--- config.mk ---
export PLATFORM = sky130hd
export DESIGN_NAME = dsp_mul_signed_reg_accum_out_not_reg
export DESIGN_NICKNAME = d
export VERILOG_FILES = /design/src/rtl/dsp_mac_pkg.sv /design/src/rtl/dsp_negedge_in_reg.sv /design/src/rtl/dsp_mul_signed_reg_accum_out_not_reg.sv
export SDC_FILE = /design/constraint.sdc
export NUM_CORES = 1
export LEC_CHECK = 0
export ABC_AREA = 1
export BUFFER_PORTS_ARGS = -buffer_cell sky130_fd_sc_hd__buf_2
export CAP_MARGIN = 5
export CORE_ASPECT_RATIO = 0.75
export CORE_UTILIZATION = 46
export CTS_CLUSTER_DIAMETER = 200
export DETAILED_ROUTE_END_ITERATION = 7
export PLACE_DENSITY = 0.73
export SLEW_MARGIN = 30
export SYNTH_ARGS = -nofsm -noshare
export SYNTH_HDL_FRONTEND = slang
export SYNTH_SLANG_ARGS = --single-unit
--- constraint.sdc ---
create_clock -name clk -period 8.5 [get_ports clk]
set_input_delay 0.425 -clock clk [delete_from_list [all_inputs] [get_ports clk]]
set_output_delay 0.425 -clock clk [all_outputs]
set_load 0.02 [all_outputs]
--- src/rtl/dsp_mac_pkg.sv ---
// Shared widths and operand/result types for the falling-edge signed MAC slice.
package dsp_mac_pkg;

  localparam int unsigned A_WIDTH = 20;
  localparam int unsigned B_WIDTH = 18;
  localparam int unsigned P_WIDTH = A_WIDTH + B_WIDTH;

  typedef logic signed [A_WIDTH-1:0] a_t;
  typedef logic signed [B_WIDTH-1:0] b_t;
  typedef logic signed [P_WIDTH-1:0] p_t;

endpackage

--- src/rtl/dsp_negedge_in_reg.sv ---
// Falling-edge input register stage: captures A, B and the add/subtract mode together
// so the mode stays aligned with the product it applies to.
module dsp_negedge_in_reg
  import dsp_mac_pkg::*;
(
  input  logic                      clk,
  input  logic                      reset,
  input  logic signed [A_WIDTH-1:0] a,
  input  logic signed [B_WIDTH-1:0] b,
  input  logic                      sub,
  output logic signed [A_WIDTH-1:0] a_r,
  output logic signed [B_WIDTH-1:0] b_r,
  output logic                      sub_r
);

  always_ff @(negedge clk or posedge reset) begin
    if (reset) begin
      a_r   <= '0;
      b_r   <= '0;
      sub_r <= 1'b0;
    end else begin
      a_r   <= a;
      b_r   <= b;
      sub_r <= sub;
    end
  end

endmodule

--- src/rtl/dsp_mul_signed_reg_accum_out_not_reg.sv ---
// Falling-edge signed multiply-accumulate: registered operands feed a wrapping
// accumulator whose register drives P directly.
module dsp_mul_signed_reg_accum_out_not_reg
  import dsp_mac_pkg::*;
(
  input  logic                      clk,
  input  logic                      reset,
  input  logic                      subtract_i,
  input  logic signed [A_WIDTH-1:0] A,
  input  logic signed [B_WIDTH-1:0] B,
  output logic signed [P_WIDTH-1:0] P
);

  a_t   a_r;
  b_t   b_r;
  logic sub_r;
  p_t   prod;
  p_t   acc;

  dsp_negedge_in_reg u_in_reg (
    .clk   (clk),
    .reset (reset),
    .a     (A),
    .b     (B),
    .sub   (subtract_i),
    .a_r   (a_r),
    .b_r   (b_r),
    .sub_r (sub_r)
  );

  // Both operands sign-extend to the full width first, so the product is exact.
  assign prod = p_t'(a_r) * p_t'(b_r);

  always_ff @(negedge clk or posedge reset) begin
    if (reset) begin
      acc <= '0;
    end else begin
      acc <= sub_r ? acc - prod : acc + prod;
    end
  end

  assign P = acc;

endmodule

==> results.ini, run 1 <==
[synth]
synth_xor_area_frac=0.04030
synth_top_area_frac=0.3676
synthCells=2660
ys_ff_latch=77
synth_most_common_cell=inv_1
synth_top_family_by_area=adder cells
synth-edff-count=0
yosys.area_share.adder=0.4533
yosys-top-cells-count=inv_1, nand2_1, fa_1
synth_area_leader_cell=fa_1
yosysUniqueCellTypes=41
syn_avg_cell_area_sq_um=7.412
muxShareOfSynthArea=0
syn_nets=3198
yosys-top-cells-area=fa_1, inv_1, nand2_1, dfrtn_1, ha_1
synth-async-reset-ratio=1.000
yosys.area_share.simple=0.2103
yosysSeqAreaShare=0.09773
synth_compound_area_frac=0.03491
synth_ff_type=dfrtn_1
syn_area_sq_um=19720
yosysWarningCount=0

[sta]
slew_violations=0
finalCriticalPeriod_ps=8221
hold_viol=0
setup_violations=0
slew_headroom=0.4089
timing.fmax_mhz=121.6
finalCritPeriodShare=0.9672
worst_pin_slew_ps=881.2
fin_tns_setup_ps=0
clock_skew_ps=13.10

[clock_tree]
insertion_delay_ps=390
postCtsHoldBufs=0
clkSinkCount=77
h-tree-depth=3
cts_tree=done
cts-root-buf=clkbuf_16
clk_pin_slew_ps=50
cts_buffer_depth=2
numCtsBuffers=9

[routing]
dr.pass1.iters=5
route.detailed.drc=0
wl_per_cell_microns=15.96
vias_per_cell=4.938
first_iter_violations=1334
finalWirelength_mm=54.22
ant_nets=0
vias=16780

[layout]
fill_cells=3978
final_nets=3362
areaGrowthSynthToFinish_pct=15.50
drive_gt1_frac=0.1364
diodes=0

[worst_setup_path]
crit_slowest_cell=fa_1
critical_path.most_common_cell=nand2_1
start_kind=flop
endpoint_kind=flop
startpoint=u_in_reg.a_r[15]
worstPathRequired_ps=12990
crit_type=reg2reg
cp.arrival_ps=12710
cpPeakStageDelay_ps=540
r2r_cells=41
worstReg2RegStart=u_in_reg.a_r[15]
crit_fanout=5

[hold_path]
min_path_type=reg2reg
hold_start=P[0]
min_delay_path_depth=3

[run_status]
outcome=complete, no violations

[floorplan]
rows=65
floorplan.initialDensity=0.4680
die_area_sq_um=43700
die_h_microns=181.3
coreArea_sq_um=42130
die_x_microns=241.1
ios=79

[global_routing]
grt-ovfl-total=0
track_usage=0.2624
grt_max_degree=53
antenna_found_initial=1
first_global_vias=17190
grt_pass1_wl_mm=88.60

[placed_design]
gp_congestion=0.9715
portBuffers=78
dp_hpwl_mm=45.54

[run]
cap_violations=0

-- flip-flops by register name, summed over array words and instances, names as in the netlist --
register        flops
P                  38
u_in_reg.a_r       20
u_in_reg.sub_r      1
u_in_reg.b_r       18
-- placed cells by master, fill, tap and decap left out, types with 10 or more instances in the layout --
| cell | netlist | final |
|---|---|---|
| nand2_1 | 727 | 716 |
| nand3_2 | 6 | 11 |
| nor2_1 | 131 | 110 |
| dfrtn_1 | 77 | 77 |
| nand4_1 | 25 | 25 |
| nor3_1 | 13 | 11 |
| buf_12 | 0 | 18 |
| ha_1 | 135 | 112 |
| nand2_2 | 14 | 25 |
| xor2_1 | 54 | 52 |
| buf_2 | 3 | 79 |
| nor2_2 | 17 | 30 |
| xnor2_1 | 33 | 31 |
| buf_4 | 0 | 125 |
| o21ai_0 | 32 | 29 |
| fa_1 | 362 | 358 |
| buf_6 | 0 | 10 |
| a21oi_1 | 66 | 62 |
| inv_1 | 774 | 771 |
| ha_4 | 0 | 17 |
| nand3_1 | 58 | 53 |
-- area by class of cell --
class | count | area (sq um) | share of cell area
flip-flops and latches | 77 | 1927 | 0.08462
inverters | 778 | 2929 | 0.1286
multi-input cells | 1725 | 15060 | 0.6612
clock inverters | 6 | 86.33 | 0.003791
repair buffers | 233 | 1822 | 0.08000
clock buffers | 10 | 239.0 | 0.01050
well taps | 569 | 711.9 | 0.03127
-- path summary, 6_finish.rpt --
kind	endpoint	slack, ps
max	P[35]	280
min	P[0]	570
min reg2reg	P[0]	570
max in group asynchronous	u_in_reg.b_r[4]	3370
min in group asynchronous	P[4]	4220
max reg2reg	P[35]	280
-- routing by layer --
metal,up-vias,track usage,wire length (microns)
li1,7915,-,-
met1,8207,0.3714,24090
met2,593,0.4093,24740
met3,65,0.05592,4487
met4,0,0.06278,898
met5,-,0,0
-- repair_timing --
item / 4_1_cts / 5_1_grt
setup buffers: 27 / 32
hold endpoints to repair: 0 / 0
setup endpoints to repair: 5 / 12
resized for setup: 2 / 115
pin swaps: 0 / 15
-- cells by family after synthesis --
kind of cell	count (synthesis)
xor+xnor	89
flops	77
simple gates	1013
buf+inv	858
compound gates	126
fa+ha+maj	497
-- through the flow --
stage / hold WS, ps / cells / area, sq um / util / setup WS [ps]
2_1_floorplan: 663.0 / 2660 / 19720 / - / 782.7
3_3_place_gp: 577.1 / 3323 / 21300 / 0.5056 / -219.1
3_5_place_dp: 577.6 / 3323 / 21300 / 0.5056 / -203.3
4_1_cts: 573.7 / 3366 / 21870 / 0.5192 / 36.14
5_1_grt: 608.0 / 3398 / 22770 / 0.5405 / -52.00
6_report: 569.7 / 3398 / 22770 / 0.5405 / 279.2
-- worst max-delay path, delay by kind of cell, from the launching register on --
family | cells | cell delay, ps
fa+ha+maj | 8 | 3670
compound gates | 3 | 480
flops | 1 | 410
simple gates | 17 | 2240
xor+xnor | 2 | 300
buf+inv | 11 | 1010
Power of run 1 is left out: the tool's default activity adds up to more than one toggle a clock period on the data nets, which glitch-free logic cannot reach.
==> run 2, diff against run 1 <==
- ABC_AREA: 1 -> 0
- CTS_CLUSTER_SIZE: default -> 40
==> results.ini, run 2 <==
[hold_path]
min_path_type=reg2reg
min_delay_path_depth=1  ; -2
whs_endpoint=P[1]
hold_start=P[1]

[synth]
synth_top_area_frac=0.3966  ; +0.02902
yosys-top-cells-count=inv_1, fa_1, nand2_1
synthCells=2003  ; -25%
ys_ff_latch=77  ; unchanged
syn_area_sq_um=18270  ; -7.3%
synth_ff_type=dfrtn_1
synth-async-reset-ratio=1.000  ; unchanged
yosys-top-cells-area=fa_1, dfrtn_1, ha_1, inv_1, and2_1
yosysUniqueCellTypes=74  ; +80%
yosysSeqAreaShare=0.1055  ; +0.007716
synth-edff-count=0  ; unchanged
synth_area_leader_cell=fa_1
syn_nets=2541  ; -21%
yosysWarningCount=0  ; unchanged
synth_most_common_cell=inv_1
syn_avg_cell_area_sq_um=9.123  ; +23%

[sta]
finalCriticalPeriod_ps=8312  ; +91.43 ps
hold_viol=0  ; unchanged
timing.fmax_mhz=120.3  ; -1.1%
slew_violations=0  ; unchanged
setup_violations=0  ; unchanged
finalCritPeriodShare=0.9779  ; +0.01076
clock_skew_ps=11.45  ; -1.644 ps
rsz0062_at_grt=true
worst_pin_slew_ps=1019  ; +137.6 ps
setup_ws_ps=187.8  ; -91.43 ps
slew_headroom=0.3112  ; -0.09770

[worst_setup_path]
cp.arrival_ps=12790  ; +80 ps
endpoint_kind=flop
reg2reg_slack_ps=190  ; -90 ps
crit_fanout=8  ; +3
critical_path.most_common_cell=fa_1
r2r_end=P[37]
crit_type=reg2reg
worstPathRequired_ps=12970  ; -20 ps
r2r_cells=34  ; -17%
worstReg2RegStart=u_in_reg.b_r[3]
crit_slowest_cell=fa_2
start_kind=flop
cpPeakStageDelay_ps=570  ; +30 ps

[run_status]
outcome=complete, no violations

[floorplan]
coreArea_sq_um=38710  ; -8.1%
rows=62  ; -4.6%
die_h_microns=174.6  ; -3.7%
floorplan.initialDensity=0.4720  ; +0.004057
die_x_microns=232.1  ; -3.7%
ios=79  ; unchanged
die_area_sq_um=40530  ; -7.2%

[layout]
fill_cells=3398  ; -15%
final_common_cell=inv_1
final_nets=2725  ; -19%
largest_reg_flops=38  ; unchanged
diodes=0  ; unchanged
areaGrowthSynthToFinish_pct=15.81
layout_common_cells=inv_1, fa_1, nand2_1
drive_gt1_frac=0.1670  ; +0.03053

[placed_design]
gp_congestion=0.9065  ; -6.7%
portBuffers=78  ; unchanged
dp_hpwl_mm=37.66  ; -17%
dp_slack_ps=-271.5  ; -68.23 ps

[routing]
first_iter_violations=936  ; -30%
ant_nets=0  ; unchanged
vias=14168  ; -16%
wl_per_cell_microns=16.70  ; +4.6%
vias_per_cell=5.240  ; +6.1%
finalWirelength_mm=45.15  ; -17%
route.detailed.drc=0  ; unchanged
wl_met3_mm=2.293  ; -49%
dr.max_layer_used=met5
dr.pass1.iters=6  ; +1
wl_met2_mm=21.90  ; -11%
met1_length_mm=19.96  ; -17%

[clock_tree]
numCtsBuffers=9  ; unchanged
h-tree-depth=3  ; unchanged
cts_buffer_depth=2  ; unchanged
cts_tree=done
postCtsHoldBufs=0  ; unchanged
clkSinkCount=77  ; unchanged
insertion_delay_ps=380  ; about the same
clk_pin_slew_ps=50  ; about the same
cts-root-buf=clkbuf_16

[run]
cap_violations=0  ; unchanged

[global_routing]
first_global_vias=14729  ; -14%
antenna_found_initial=2  ; +1
grt-ovfl-total=0  ; unchanged
grt_pass1_wl_mm=74.26  ; -16%
track_usage=0.2319  ; -0.03054
grt_max_degree=45  ; -15%

[run 2: cell count changes after synthesis, sizes merged, moves of 33 or more]
| cell | delta |
|---|---|
| xnor2 | +33 |
| nand3 | -43 |
| nand2 | -537 |
| inv | -351 |
| nor2 | -77 |
| and2 | +175 |
[run 2: worst max-delay path by stage]
stage,startpoint,end,cells after the start,slack (ps)
detailed placement,u_in_reg.b_r[1],P[35],35,-270
global placement,u_in_reg.b_r[3],P[35],34,-120
CTS,u_in_reg.b_r[7],P[35],36,-20
finish,u_in_reg.b_r[3],P[37],34,190
global route,u_in_reg.b_r[3],P[35],35,-110
floorplan,u_in_reg.a_r[10],P[37],35,120
[run 2: critical path: cells and delay by family (launching register included)]
family	cells	cell delay, ps
xor+xnor	2	320
compound gates	15	2600
flops	1	450
buf+inv	5	550
simple gates	4	960
fa+ha+maj	8	3250
[run 2: stage by stage]
step	instances	hold slack, ps	instance area, sq um	utilization	setup TNS, ps
2_1_floorplan	2003	663.0	18270	-	0
3_3_place_gp	2641	551.0	19940	0.5152	-240.6
3_5_place_dp	2641	572.4	19940	0.5152	-780.6
4_1_cts	2660	575.7	20310	0.5247	-23.46
5_1_grt	2704	611.9	21160	0.5467	-249.0
6_report	2704	566.6	21160	0.5467	0
[run 2: timing repair]
item	4_1_cts	5_1_grt
cloned	0	0
setup endpoints to repair	6	11
buffers inserted	3	44
pin swaps	1	63
resized for setup	6	114
[run 2: cell families (layout without fill, tap and decap cells)]
logic type / count (synthesis) / after routing / share of synthesized area
buffers and inverters: 499 / 688 / 0.1029
DFF: 77 / 77 / 0.1055
xor gates and xnor gates: 101 / 101 / 0.04882
AOI/OAI and AO/OA: 255 / 255 / 0.09354
and+or+nand+nor: 571 / 571 / 0.1586
muxes: 3 / 3 / 0.001643
adders and majority gates: 497 / 497 / 0.4890
[run 2: area by class of cell]
class,instances,area (sq um),share of cell area
multi-input combinational,1427,14950,0.7066
sequential,77,1927,0.09105
timing repair buffer,246,1720,0.08130
inverter,426,1602,0.07568
tap,512,640.6,0.03027
clock buffer,13,250.2,0.01183
clock inverter,3,68.82,0.003252
[run 2: metal layers]
layer  up-vias  global-route usage
met5         -                   0
met4         4             0.06880
met3        73             0.03704
met2       362              0.3699
met1      7209              0.3251
li1       6520                   -
Power of run 2 is left out for the same reason.
==> run 3, diff against run 2 <==
- ABC_AREA: 0 -> 1
- CORE_UTILIZATION: 46 -> 55
- PLACE_DENSITY: 0.73 -> 0.83
==> results.ini, run 3 (synthesis results as in run 1) <==
[run_status]
outcome=finished, violations left
violations=DRC

[layout]
final_nets=3368  ; +24%
diodes=0  ; unchanged
largest_reg_flops=38  ; unchanged
layout_common_cells=inv_1, nand2_1, fa_1
areaGrowthSynthToFinish_pct=13.11
final_common_cell=inv_1
drive_gt1_frac=0.1266  ; -0.04034
fill_cells=2938  ; -14%
postLayoutCellArea_sq_um=22300  ; +5.4%

[worst_setup_path]
cp.arrival_ps=12690  ; -100 ps
r2r_cells=46  ; +35%
cpPeakStageDelay_ps=540  ; -30 ps
crit_fanout=9  ; +1
reg2reg_slack_ps=280  ; +90 ps
crit_type=reg2reg
r2r_end=P[32]
critical_path.most_common_cell=nand2_1
worstPathRequired_ps=12960  ; about the same
worstReg2RegStart=u_in_reg.b_r[6]
start_kind=flop
crit_slowest_cell=fa_1
endpoint_kind=flop

[run]
cap_violations=0  ; unchanged

[routing]
vias=17254  ; +22%
ant_nets=0  ; unchanged
wl_per_cell_microns=16.62  ; -0.45%
vias_per_cell=5.241  ; about the same
dr.pass1.iters=8  ; +2
route.detailed.drc=2  ; +2
finalWirelength_mm=54.72  ; +21%
first_iter_violations=1747  ; +87%

[clock_tree]
cts_tree=done
cts_buffer_depth=2  ; unchanged
clk_pin_slew_ps=50  ; about the same
postCtsHoldBufs=0  ; unchanged
insertion_delay_ps=380  ; about the same
h-tree-depth=3  ; unchanged
cts-root-buf=clkbuf_16
clkSinkCount=77  ; unchanged
numCtsBuffers=9  ; unchanged

[floorplan]
coreArea_sq_um=34990  ; -9.6%
floorplan.initialDensity=0.5634  ; +0.09139
die_area_sq_um=36620  ; -9.7%
die_h_microns=166.0  ; -4.9%
ios=79  ; unchanged
die_x_microns=220.6  ; -5.0%
rows=59  ; -4.8%

[hold_path]
hold_start=P[1]
whs_endpoint=P[1]
min_path_type=reg2reg
min_delay_path_depth=1  ; unchanged

[sta]
hold_viol=0  ; unchanged
timing.fmax_mhz=121.6  ; +1.1%
clock_skew_ps=14.67  ; +3.214 ps
slew_headroom=0.4647  ; +0.1534
finalCriticalPeriod_ps=8224  ; -88.40 ps
finalCritPeriodShare=0.9675  ; -0.01040
setup_violations=0  ; unchanged
worst_pin_slew_ps=798.1  ; -220.7 ps
rsz0062_at_grt=true
slew_violations=0  ; unchanged

[global_routing]
grt_pass1_wl_mm=88.99  ; +20%
grt_max_degree=48  ; +6.7%
first_global_vias=17924  ; +22%
track_usage=0.3105  ; +0.07859
antenna_found_initial=0  ; -2
grt-ovfl-total=0  ; unchanged

[placed_design]
dp_hpwl_mm=45.12  ; +20%
gp_congestion=0.9654  ; +6.5%
portBuffers=78  ; unchanged
post_dp_cell_area_sq_um=21170  ; +6.1%

## run 3: cell types whose count changed in the layout (fill, tap and decap cells not counted), moves of 22 or more
| cell | previous run | this run |
|---|---|---|
| nor2_1 | 67 | 113 |
| inv_1 | 421 | 771 |
| and2_1 | 177 | 4 |
| nand3_1 | 19 | 58 |
| xor2_1 | 32 | 54 |
| nor2_2 | 3 | 29 |
| nand2_1 | 202 | 719 |
| xnor2_1 | 66 | 33 |
## run 3: stage by stage
step                      hold WS [ps]  worst slack, ps  utilization  setup TNS (ps)  instances
after floorplan                  663.0            782.7            -               0       2660
after global placement           578.6            138.0       0.6050               0       3216
after detailed placement         592.5            37.81       0.6050               0       3216
after CTS                        594.0            5.177       0.6159               0       3239
after global routing             624.1           -128.0       0.6373          -406.2       3292
final                            581.5            276.2       0.6373               0       3292
## run 3: how the worst max path moves through the flow
stage | from | endpoint | slack, ps | cells past startpoint
2_1_floorplan | u_in_reg.b_r[0] | P[37] | 780 | 44
3_3_place_gp | u_in_reg.b_r[1] | P[36] | 140 | 38
3_5_place_dp | u_in_reg.a_r[16] | P[37] | 40 | 41
4_1_cts | u_in_reg.a_r[17] | P[37] | 5 | 41
5_1_grt | u_in_reg.b_r[2] | P[37] | -130 | 41
6_report | u_in_reg.b_r[6] | P[32] | 280 | 46
## run 3: repair_timing
item,CTS,global route
pin swaps,0,9
resized for setup,0,67
setup buffers,7,53
endpoints found under the setup margin,1,12
## run 3: per-layer routing
layer	routed length, microns	global-route usage	vias to the layer above
met1	23440	0.4370	8451
met4	1297	0.08755	0
li1	-	-	7919
met5	0	0	-
met3	5209	0.07308	107
met2	24770	0.4792	777
## run 3: critical path, delay by kind of cell, from the launching register on
kind	cells	cell delay [ps]
adder cells (fa/ha/maj)	8	3700
AND/OR/NAND/NOR	20	2100
buffers and inverters	13	1170
AO/OA/AOI/OAI	3	420
flip-flops	1	390
XOR/XNOR	2	290
## run 3: area by class of cell
| cell class | instances | area, sq um | share of cell area |
|---|---|---|---|
| Tap cell | 457 | 571.8 | 0.02564 |
| Multi-Input combinational cell | 1725 | 14780 | 0.6629 |
| Clock inverter | 5 | 58.81 | 0.002637 |
| Sequential cell | 77 | 1927 | 0.08641 |
| Clock buffer | 11 | 242.7 | 0.01088 |
| Inverter | 778 | 2923 | 0.1311 |
| Timing Repair Buffer | 239 | 1794 | 0.08046 |
Power of run 3 is left out for the same reason.
